[src/rtl/mips_ctrl_pkg.sv]
// Shared definitions for the pipeline control slice: FSM state encoding,
// the bundle of pipeline-register controls and its canned values.
package mips_ctrl_pkg;

    localparam int NB_REG = 5;

    typedef enum logic [2:0] {
        ST_IDLE   = 3'd0,
        ST_RUN    = 3'd1,
        ST_DRAIN  = 3'd2,
        ST_HALTED = 3'd3,
        ST_STEP   = 3'd4
    } state_t;

    typedef struct packed {
        logic pc_en;
        logic ifid_en;
        logic ifid_flush;
        logic idex_en;
        logic idex_bubble;
    } ctrl_t;

    // Pipeline fully frozen.
    localparam ctrl_t CTRL_OFF = '{pc_en: 1'b0, ifid_en: 1'b0, ifid_flush: 1'b0,
                                   idex_en: 1'b0, idex_bubble: 1'b0};
    // Front end held, NOP controls injected into ID/EX, back end keeps moving.
    localparam ctrl_t CTRL_NOP = '{pc_en: 1'b0, ifid_en: 1'b0, ifid_flush: 1'b0,
                                   idex_en: 1'b1, idex_bubble: 1'b1};
    // Normal advance of every stage.
    localparam ctrl_t CTRL_GO  = '{pc_en: 1'b1, ifid_en: 1'b1, ifid_flush: 1'b0,
                                   idex_en: 1'b1, idex_bubble: 1'b0};

endpackage

[src/rtl/load_use_detect.sv]
// Combinational load-use compare between the ID instruction's sources and
// the destination of the load sitting in ID/EX. Register 0 never hazards.
module load_use_detect #(
    parameter int NB_REG = 5
) (
    input  logic              ex_mem_read,
    input  logic [NB_REG-1:0] ex_rw,
    input  logic [NB_REG-1:0] id_rs,
    input  logic [NB_REG-1:0] id_rt,
    input  logic              id_uses_rt,
    output logic              hazard
);

    logic rs_hit;
    logic rt_hit;

    assign rs_hit = (ex_rw == id_rs);
    assign rt_hit = id_uses_rt && (ex_rw == id_rt);
    assign hazard = ex_mem_read && (ex_rw != '0) && (rs_hit || rt_hit);

endmodule

[src/rtl/hazard_stall_unit.sv]
// Pipeline controller for the IF/ID and ID/EX registers: load-use stalls,
// branch flush, halt drain and debug run gating.
// Optional single-step support is compiled in with `define STEP_MODE_EN.
module hazard_stall_unit #(
    parameter int NB_REG    = mips_ctrl_pkg::NB_REG,
    parameter int NB_CNT    = 16,
    parameter int DRAIN_MAX = 8
) (
    input  logic              clock,
    input  logic              reset,
    input  logic              run_i,
    input  logic              step_i,
    input  logic [NB_REG-1:0] id_rs_i,
    input  logic [NB_REG-1:0] id_rt_i,
    input  logic              id_uses_rt_i,
    input  logic [NB_REG-1:0] ex_rw_i,
    input  logic              ex_mem_read_i,
    input  logic              ex_halt_i,
    input  logic              wb_halt_i,
    input  logic              branch_taken_i,
    output logic              pc_en_o,
    output logic              ifid_en_o,
    output logic              ifid_flush_o,
    output logic              idex_en_o,
    output logic              idex_bubble_o,
    output logic              halted_o,
    output logic [NB_CNT-1:0] stall_cnt_o,
    output logic [NB_CNT-1:0] cycle_cnt_o
);
    import mips_ctrl_pkg::*;

    localparam int          DW         = $clog2(DRAIN_MAX + 1);
    localparam logic [DW-1:0] DRAIN_LAST = DW'(DRAIN_MAX - 1);

    state_t          state;
    state_t          next_state;
    ctrl_t           ctrl;
    logic            hazard;
    logic            active;
    logic [DW-1:0]   drain_cnt;

    load_use_detect #(.NB_REG(NB_REG)) u_lud (
        .ex_mem_read (ex_mem_read_i),
        .ex_rw       (ex_rw_i),
        .id_rs       (id_rs_i),
        .id_rt       (id_rt_i),
        .id_uses_rt  (id_uses_rt_i),
        .hazard      (hazard)
    );

`ifdef STEP_MODE_EN
    assign active = (state == ST_RUN) || (state == ST_STEP);
`else
    assign active = (state == ST_RUN);
    logic unused_step;
    assign unused_step = step_i;
`endif

    // State register
    always_ff @(posedge clock) begin
        if (reset) state <= ST_IDLE;
        else       state <= next_state;
    end

    // Next-state decode; run level wins over a concurrent step pulse
    always_comb begin
        next_state = state;
        case (state)
            ST_IDLE: begin
                if (run_i) next_state = ST_RUN;
`ifdef STEP_MODE_EN
                else if (step_i) next_state = ST_STEP;
`endif
            end
            ST_RUN: begin
                if (ex_halt_i)  next_state = ST_DRAIN;
                else if (!run_i) next_state = ST_IDLE;
            end
`ifdef STEP_MODE_EN
            ST_STEP:   next_state = ex_halt_i ? ST_DRAIN : ST_IDLE;
`endif
            ST_DRAIN: begin
                if (wb_halt_i || drain_cnt == DRAIN_LAST) next_state = ST_HALTED;
            end
            ST_HALTED: next_state = ST_HALTED;
            default:   next_state = ST_IDLE;
        endcase
    end

    // Output decode; hazard is Mealy so the stall lands in the same cycle
    always_comb begin
        ctrl = CTRL_OFF;
        if (active) begin
            if (hazard) begin
                ctrl = CTRL_NOP;
            end else begin
                ctrl            = CTRL_GO;
                ctrl.ifid_flush = branch_taken_i;
            end
        end else if (state == ST_DRAIN) begin
            ctrl = CTRL_NOP;
        end
    end

    assign pc_en_o       = ctrl.pc_en;
    assign ifid_en_o     = ctrl.ifid_en;
    assign ifid_flush_o  = ctrl.ifid_flush;
    assign idex_en_o     = ctrl.idex_en;
    assign idex_bubble_o = ctrl.idex_bubble;
    assign halted_o      = (state == ST_HALTED);

    // Drain timeout counter, restarts from zero on every entry to DRAIN
    always_ff @(posedge clock) begin
        if (reset || state != ST_DRAIN) drain_cnt <= '0;
        else                            drain_cnt <= drain_cnt + 1'b1;
    end

    // Saturating performance counters
    always_ff @(posedge clock) begin
        if (reset) begin
            stall_cnt_o <= '0;
            cycle_cnt_o <= '0;
        end else begin
            if (active && hazard && stall_cnt_o != '1) stall_cnt_o <= stall_cnt_o + 1'b1;
            if (ctrl.idex_en && cycle_cnt_o != '1)     cycle_cnt_o <= cycle_cnt_o + 1'b1;
        end
    end

endmodule

[config.mk]
export PLATFORM = sky130hd
export DESIGN_NAME = hazard_stall_unit
export DESIGN_NICKNAME = d
export VERILOG_FILES = /design/src/rtl/mips_ctrl_pkg.sv /design/src/rtl/load_use_detect.sv /design/src/rtl/hazard_stall_unit.sv
export SDC_FILE = /design/constraint.sdc
export NUM_CORES = 1
export LEC_CHECK = 0
export CORE_MARGIN = 2
export CORE_UTILIZATION = 30
export DETAILED_ROUTE_END_ITERATION = 8
export GPL_TIMING_DRIVEN = 0
export PLACE_DENSITY = 0.63
export SLEW_MARGIN = 10
export SYNTH_ARGS = -nofsm -noshare
export SYNTH_HDL_FRONTEND = slang
export SYNTH_SLANG_ARGS = --single-unit
[constraint.sdc]
create_clock -name clock -period 2.8 [get_ports clock]
set_input_delay 0.56 -clock clock [delete_from_list [all_inputs] [get_ports clock]]
set_output_delay 0.56 -clock clock [all_outputs]
set_load 0.03 [all_outputs]
==> results.json <==
{
  "clock_skew_ns": 0.00583,
  "crit_cells": 6,
  "port_buffers": 60,
  "synth.largest_area_cell": "dfxtp_1",
  "cts_max_path_buffers": 2,
  "ys_top_cells_by_count": "dfxtp_1, nor2_1, xnor2_1",
  "die-area_mm2": 0.00783,
  "ys_seq_elements": 38,
  "fp.dieW_um": 88.5,
  "grt_pass1_wl_mm": 8.45,
  "num_io_pins": 62,
  "hold_buffers": 0,
  "cts_tree": "done",
  "drt_iter0_drc": 89,
  "synth_cell_type_count": 49,
  "multi_input_area_mm2": 0.00132,
  "finalSetupViolations": 0,
  "hpwlAfterDp_mm": 3.84,
  "synth_edf_count": 0,
  "drive_above_1_share": 0.0868,
  "arrival_ns": 2.18,
  "num_vias": 2015,
  "placedCellCount": 398,
  "vdd_drop_max_uv": 187,
  "p_int_mw": 0.891,
  "end_kind": "output pin",
  "worstSetupPathType": "input pin to output pin",
  "rsz0062_at_grt": "false",
  "start_util": 0.313,
  "pwr-share-clk": 0.309,
  "slowest_stage": "or4_4",
  "sw_frac_of_total": 0.300,
  "fin_cells": 407,
  "slew_headroom": 0.593,
  "wl_mm": 5.12,
  "synth-seq-area-share": 0.355,
  "gp_congestion": 0.797,
  "yosysMostFrequentCell": "dfxtp_1",
  "finish.utilization": 0.433,
  "drc_errors": 0,
  "hp-class": "flop to flop",
  "p_comb_frac": 0.235,
  "holdPathEnd": "drain_cnt[0]$_SDFF_PP0_",
  "synthesis.instances": 242,
  "cp.required_ns": 2.24,
  "synth_area_mm2": 0.00214,
  "routedWlPerCell_um": 12.6,
  "min_period_ns": 2.74,
  "drv_slew": 0,
  "hold_start": "drain_cnt[0]$_SDFF_PP0_",
  "cts_buffers": 5,
  "tightest_slew_ns": 0.606,
  "switchingPower_mw": 0.382,
  "num_antenna_cells": 0,
  "grt_max_degree": 13,
  "r2r-end": "cycle_cnt_o[1]$_SDFFE_PP0P_",
  "whs_path_depth": 1,
  "grt.total_usage": 0.136,
  "cts_num_sinks": 38,
  "grt_pass1_vias": 1837,
  "synth_top_area_frac": 0.355,
  "ant_nets": 0,
  "synth-warning-count": 0,
  "antenna_found_initial": 0,
  "design_area_mm2": 0.00296,
  "hold_violations": 0,
  "max_stage_delay_ns": 0.53,
  "root_buffer": "clkbuf_8",
  "syn_nets": 274,
  "synth_area_leaders": "dfxtp_1, xnor2_1, nor2_1",
  "syn_avg_cell_area_um2": 8.85,
  "p_seq_frac": 0.456,
  "reg2reg_depth": 6,
  "nets": 342,
  "ys.flop_type": "dfxtp_1",
  "status": "finished, final reports clean",
  "die_h_um": 88.5,
  "nFillCells": 719,
  "clock.fmax_mhz": 365,
  "regArea_um2": 761,
  "clk_pin_slew_ns": 0.07,
  "dr.pass1.iters": 4,
  "fin_crit_sh": 0.978,
  "critPathTopFamily": "simple AND/OR/NAND/NOR gates",
  "powerDensity_mw_per_mm2": 431,
  "viasPerCell": 4.95,
  "path_cells": "dlygate4sd2_1, or4_4, o21a_4, and2_1, mux2_2, buf_4",
  "cp-start-kind": "input pin",
  "insertion_delay_ns": 0.29,
  "reg2reg_from": "cycle_cnt_o[0]$_SDFFE_PP0P_",
  "cp_num_buf_inv": 2,
  "overflow": 0,
  "fp.coreArea_mm2": 0.00683,
  "postPlaceCellArea_mm2": 0.00286,
  "h-tree-depth": 2,
  "p_leak_nw": 0.992,
  "rows": 30,
  "crit_fanout": 3,
  "r2r_slack_ns": 0.69,
  "area_delta_synth_final_pct": 38.0,
  "async_flop_share": 0,
  "maxCapViolations": 0
}
## cells by family after synthesis
group,share of synthesized area
and+or+nand+nor,0.317
AOI/OAI and AO/OA,0.120
DFF,0.355
xor gates and xnor gates,0.0941
buffers and inverters,0.0333
adders and majority gates,0.0468
muxes,0.0339
## power groups by stage
| stage | Combinational [mW] | Sequential [mW] | Clock, mW |
|---|---|---|---|
| after floorplan | 0.166 | 0.612 | 0 |
| after global placement | 0.306 | 0.593 | 0 |
| after detailed placement | 0.308 | 0.593 | 0 |
| after CTS | 0.303 | 0.581 | 0.413 |
| after global routing | 0.327 | 0.584 | 0.440 |
| final | 0.300 | 0.580 | 0.393 |
## metal layers
metal	GRT usage	wire length [µm]	part of all wire	up-vias
met1	0.187	2560	0.50	936
met2	0.212	2250	0.44	48
met3	0.0299	236	0.046	5
li1	-	-	-	1026
met5	0	0	0	-
met4	0.0455	77	0.015	0
## stage by stage
step	setup TNS, ns	hold WS, ns	setup slack (ns)	total power, mW
final	0	0.456	0.0629	1.27
after global routing	0	0.492	0.0127	1.35
after CTS	0	0.453	0.0194	1.30
after detailed placement	-2.67	0.442	-0.722	0.901
after global placement	-2.62	0.430	-0.706	0.899
after floorplan	0	0.418	0.0329	0.778
## sequential cells by signal, indices dropped and copies added, names as in the netlist
name and count:
stall_cnt_o 16, cycle_cnt_o 16, state 2, drain_cnt 4
## worst max-delay path by stage
stage / from / endpoint / slack [ns]
finish: ex_rw_i[2] / idex_bubble_o / 0.06
global route: ex_rw_i[2] / idex_bubble_o / 0.01
CTS: ex_rw_i[1] / idex_bubble_o / 0.02
detailed placement: ex_rw_i[1] / pc_en_o / -0.72
global placement: ex_rw_i[1] / pc_en_o / -0.71
floorplan: ex_rw_i[1] / pc_en_o / 0.03
## cell usage in the layout, fill, tap and decap left out, types with 3 or more instances in the layout
| cell | n |
|---|---|
| nor2b_1 | 4 |
| and3_1 | 4 |
| clkdlybuf4s50_1 | 52 |
| inv_1 | 5 |
| o31ai_1 | 10 |
| nor2_1 | 28 |
| a21oi_1 | 15 |
| a211oi_1 | 3 |
| or4_1 | 10 |
| clkbuf_8 | 6 |
| and4_1 | 4 |
| dlygate4sd2_1 | 3 |
| nor3_1 | 8 |
| dfxtp_1 | 38 |
| xnor2_1 | 20 |
| nand3_1 | 11 |
| ha_1 | 8 |
| or3_1 | 3 |
| buf_4 | 4 |
| nand2b_1 | 6 |
| xor2_1 | 3 |
| clkbuf_1 | 4 |
| nand4_1 | 8 |
| nand2_1 | 13 |
## timing repair
item / 4_1_cts / 5_1_grt
gates resized for setup: 27 / 2
buffers inserted: 1 / 0
pin swaps: 1 / 0
endpoints found under the setup margin: 4 / 2
## worst reg2reg max path, cell delays in order, from the launching register on
cell	delay, ns
dfxtp_1	0.40
ha_1	0.27
nand4_1	0.25
nor4b_4	0.60
nand2b_1	0.23
mux2i_1	0.20
nor2_1	0.05
## final cells by class
cell class	count	share of cell area
multi-input combinational	191	0.446
clock buffer	6	0.0279
clock inverter	2	0.00423
tap	96	0.0406
sequential	38	0.257
timing repair buffer	61	0.199
inverter	5	0.00635
buffer	8	0.0178
(Power assumes the default switching activity.)
